===== config.mk =====
export PLATFORM = sky130hd
export DESIGN_NAME = simd_unit
export DESIGN_NICKNAME = d
export VERILOG_FILES = /design/src/rtl/simd_unit.sv
export SDC_FILE = /design/constraint.sdc
export NUM_CORES = 1
export LEC_CHECK = 0
export CORE_MARGIN = 2
export CORE_UTILIZATION = 50
export CTS_BUF_LIST = sky130_fd_sc_hd__clkbuf_2
export CTS_CLUSTER_DIAMETER = 60
export CTS_CLUSTER_SIZE = 24
export DETAILED_ROUTE_END_ITERATION = 12
export GPL_TIMING_DRIVEN = 0
export PLACE_DENSITY = 0.7
export SYNTH_ARGS = -nofsm -noshare
export SYNTH_HDL_FRONTEND = slang
export SYNTH_SLANG_ARGS = --single-unit

===== constraint.sdc =====
create_clock -name clk -period 5.2 [get_ports clk]
set_clock_uncertainty 0.2 [all_clocks]
set_input_delay 0.78 -clock clk [delete_from_list [all_inputs] [get_ports clk]]
set_output_delay 0.78 -clock clk [all_outputs]
set_load 0.1 [all_outputs]

===== src/rtl/simd_unit.sv =====
// Packed-SIMD engine: byte-serial operand load, lane-wise add/sub/mul/xor over
// 8x8-bit or 16x4-bit lanes, result streamed out LSB nibble first.

module simd_lane (
    input  logic [7:0] a,
    input  logic [7:0] b,
    input  logic [3:0] mode,
    input  logic       dtype,
    output logic [7:0] r
);
    logic [7:0]      add8, sub8, mul8;
    logic [1:0][3:0] add4, sub4, mul4;

    assign add8 = a + b;
    assign sub8 = a - b;
    assign mul8 = a * b;

    // The two nibbles of a byte lane become independent 4-bit lanes when dtype=0
    generate
        for (genvar n = 0; n < 2; n++) begin : g_nib
            assign add4[n] = a[4*n +: 4] + b[4*n +: 4];
            assign sub4[n] = a[4*n +: 4] - b[4*n +: 4];
            assign mul4[n] = a[4*n +: 4] * b[4*n +: 4];
        end
    endgenerate

    always_comb begin
        r = a;
        case (mode)
            4'd0:    r = dtype ? add8 : add4;
            4'd1:    r = dtype ? sub8 : sub4;
            4'd2:    r = dtype ? mul8 : mul4;
            4'd3:    r = a ^ b;
            default: r = a;
        endcase
    end
endmodule

module simd_unit (
    input  logic       clk,
    input  logic       rst,
    input  logic       load,
    input  logic [3:0] mode,
    input  logic       dtype,
    input  logic [7:0] data_,
    input  logic       send,
    output logic [3:0] data
);
    logic [7:0][7:0]  a_q, b_q, r_byte;
    logic [15:0][3:0] r_nib;
    logic [3:0]       lp, si;

    generate
        for (genvar i = 0; i < 8; i++) begin : g_lane
            simd_lane u_lane (
                .a     (a_q[i]),
                .b     (b_q[i]),
                .mode  (mode),
                .dtype (dtype),
                .r     (r_byte[i])
            );
        end
    endgenerate

    assign r_nib = r_byte;

    always_ff @(posedge clk or negedge rst) begin
        if (!rst) begin
            a_q  <= '0;
            b_q  <= '0;
            lp   <= '0;
            si   <= '0;
            data <= '0;
        end else begin
            // lp[3] selects the B half; lp[2:0] is the byte within the operand
            if (load) begin
                if (lp[3]) b_q[lp[2:0]] <= data_;
                else       a_q[lp[2:0]] <= data_;
                lp <= lp + 4'd1;
            end else begin
                lp <= '0;
            end
            // load has priority: stream state freezes while a byte is written
            if (!load) begin
                if (send) begin
                    data <= r_nib[si];
                    si   <= si + 4'd1;
                end else begin
                    data <= '0;
                    si   <= '0;
                end
            end
        end
    end
endmodule


==> impl_results.md <==
* Most frequent cells after synthesis: inv_1 (337), nand2_1 (316), ha_1 (306)
* Setup slack after layout at 0.102 ns
* CTS buffer count at 17
* Max-slew headroom at 1.21%
* Detailed Route Iter0 Violations at 2,581
* Io pins at 21
* Initial core utilization at 50.8%
* Die extent in x at 216 microns
* 1st-pass router iterations at 7
* GPL Wtd Cong at 1.04
* Detail Placement HPWL at 63,200 microns
* Layout cells sized above 1 at 9.15%
* Library cells used by synthesis at 76
* Dpl ws at -0.309 ns
* WHS at 0.0730 ns
* Final instance area at 0.0242 sq mm
* TritonCTS clock tree: yes
* Element type at the critical path start: register
* Core area at 0.0443 sq mm
* Share of synthesized registers carrying an async set or reset at 100%
* Via density per instance at 6.24
* Main synth FF type: dfrtp_1
* Clock Tree Buf Depth at 2
* Register bit total from synthesis at 140
* CP max-delay cell: dfrtp_2
* Residual DRC at 0
* Vias in the first global route at 20,729
* Die Ht at 216 microns
* Design Power at 11.9 mW
* HP Class: in2async
* Worst setup path class: reg2reg
* Cells after synthesis at 2,697
* Worst slew pin tran at 1.48 ns
* Via count at 21,112
* Max Fclk at 0.196 GHz
* First-pass GRT wire length at 127,000 microns
* Slowest cell delay on critical path at 0.57 ns
* Largest net degree at the start of global routing at 93
* Port-buffer cells at 20
* Post-Route WL at 85,200 microns
* Leak at 11.2 nW
* Total GRT Usage at 36.5%
* WL/cell at 25.2 microns
* Count leader, synth: inv_1
* Dpl cell area at 0.0235 sq mm
* CP max FO at 8
* Synth Cell Area at 0.0225 sq mm
* Hold Vio Cnt, Final at 0
* Antenna-violating nets left at 0
* Setup violators final at 0
* EDFF count, synth at 0
* CTS sink count at 140
* Syn_nets at 3,148
* Worst setup EP type: register
* Status: finished clean
* Syn_area_per_cell at 8.34 sq um
* Final period utilization at 98.0%
* Max-capacitance violation count at 0
* Initial antenna violation count at 3
* Clock root cell: clkbuf_2
* GR Overflow Total at 0
* Register area at 0.00354 sq mm
* Clock transition at path regs at 0.29 ns
* Critical path arrival at 5.77 ns
* Worst path cell trace: ha_4 > inv_1 > fa_1 > inv_1 > ha_1 > fa_1 > inv_1 > fa_1 > xor2_1 > xnor3_1 > xnor3_1 > xnor3_1 > a211oi_2 > o211ai_1 > a211oi_2 > o31ai_1 > o32a_1
* # rows at 77
* Peak VDD IR at 0.850 mV
* PwrDens at 493 mW/mm^2
* Synth-to-Final Area Change at 7.41%
* Setup_tns at 0 ns
* Die ar. at 0.0467 sq mm
* Layout fillers at 4,168
* Clk_lat worst skew at 0.97 ns
* Area contributors post-synth: ha_1 (17%), dfrtp_1 (16%), fa_1 (11%), xnor2_1 (7.9%), inv_1 (5.6%)
* Fin. max-slew vios at 0
* Tmin final at 5.10 ns
* Required time of the critical path at 5.87 ns
* H-tree depth at 4
* Area of the multi-input gates at 0.0173 sq mm
* Layout Nets at 3,226
* Yosys Warn Count at 0
* Sequential-to-total area share from yosys stat at 15.6%
* Post-synth top area share at 17.0%
* Yosys top cell by area: ha_1
## final timing paths
check                           startpoint  endpoint  slack (ns)  depth (start not counted)
worst max register to register     a_q[19]   data[3]        0.10                         17
worst max-delay path               a_q[19]   data[3]        0.10                         17
min in group clk                      send     si[1]        0.33                          3
max in group asynchronous              rst   a_q[25]        3.77                          3
worst min-delay path                   rst   b_q[63]        0.07                          2
worst min register to register     a_q[41]   a_q[41]        0.40                          1
## stage by stage
stage / util, % / cells
finish: 54.5 / 3381
global placement: 52.9 / 3309
CTS: 53.7 / 3344
floorplan: - / 2697
global route: 54.5 / 3380
detailed placement: 52.9 / 3310
## kinds of logic after synthesis
family / share of synthesized area [%]
compound gates: 16.4
simple gates: 14.5
buf+inv: 8.03
mux: 6.53
xor+xnor: 10.5
flops: 15.6
fa+ha+maj: 28.4
## layout make-up
| cell class | count | share of cell area (%) |
|---|---|---|
| multi-input cells | 2089 | 71.4 |
| flip-flops and latches | 140 | 14.7 |
| inverters | 338 | 5.25 |
| well taps | 592 | 3.07 |
| plain buffers | 128 | 2.20 |
| repair buffers | 61 | 2.19 |
| clock inverters | 13 | 0.823 |
| clock buffers | 18 | 0.373 |
| diodes | 2 | 0.0207 |
## per-layer routing
metal	track usage, %	share of wire (%)	up-vias
met1	47.2	40	10247
met3	9.39	11	327
li1	-	-	9280
met2	55.0	42	1254
met5	1.25	0.11	-
met4	21.6	7.2	4
## power breakdown
group / internal, mW / switching (mW)
Clock: 0.357 / 0.511
Sequential: 1.26 / 0.469
Combinational: 4.12 / 5.18
Total: 5.74 / 6.16
## cell usage in the layout, fill, tap and decap left out, drive strengths merged, types with 94 or more instances in the layout
cell	count
inv	337
fa	128
clkbuf	97
a21oi	117
ha	306
o21ai	133
and2	94
nor2	168
xnor2	204
dfrtp	140
nand2	316
## sequential cells by signal, summed over array words and instances (netlist names)
signal / count
a_q: 64
b_q: 64
data: 4
lp: 4
si: 4
## critical path: cells and delay by family, from the launching register on
family / cells / cell delay (ns)
buffers and inverters: 3 / 0.15
AO/OA/AOI/OAI: 5 / 1.00
adder cells (fa/ha/maj): 5 / 1.92
XOR/XNOR: 4 / 1.16
flip-flops: 1 / 0.57
## what timing repair did
action / CTS / global route
gates cloned: 0 / 0
endpoints found under the setup margin: 2 / 3
gates resized for setup: 11 / 35
hold buffers: 1 / 0
setup buffers: 2 / 37
endpoints found under the hold margin: 48 / 0
pin swaps: 0 / 7
(Power assumes the default switching activity.)
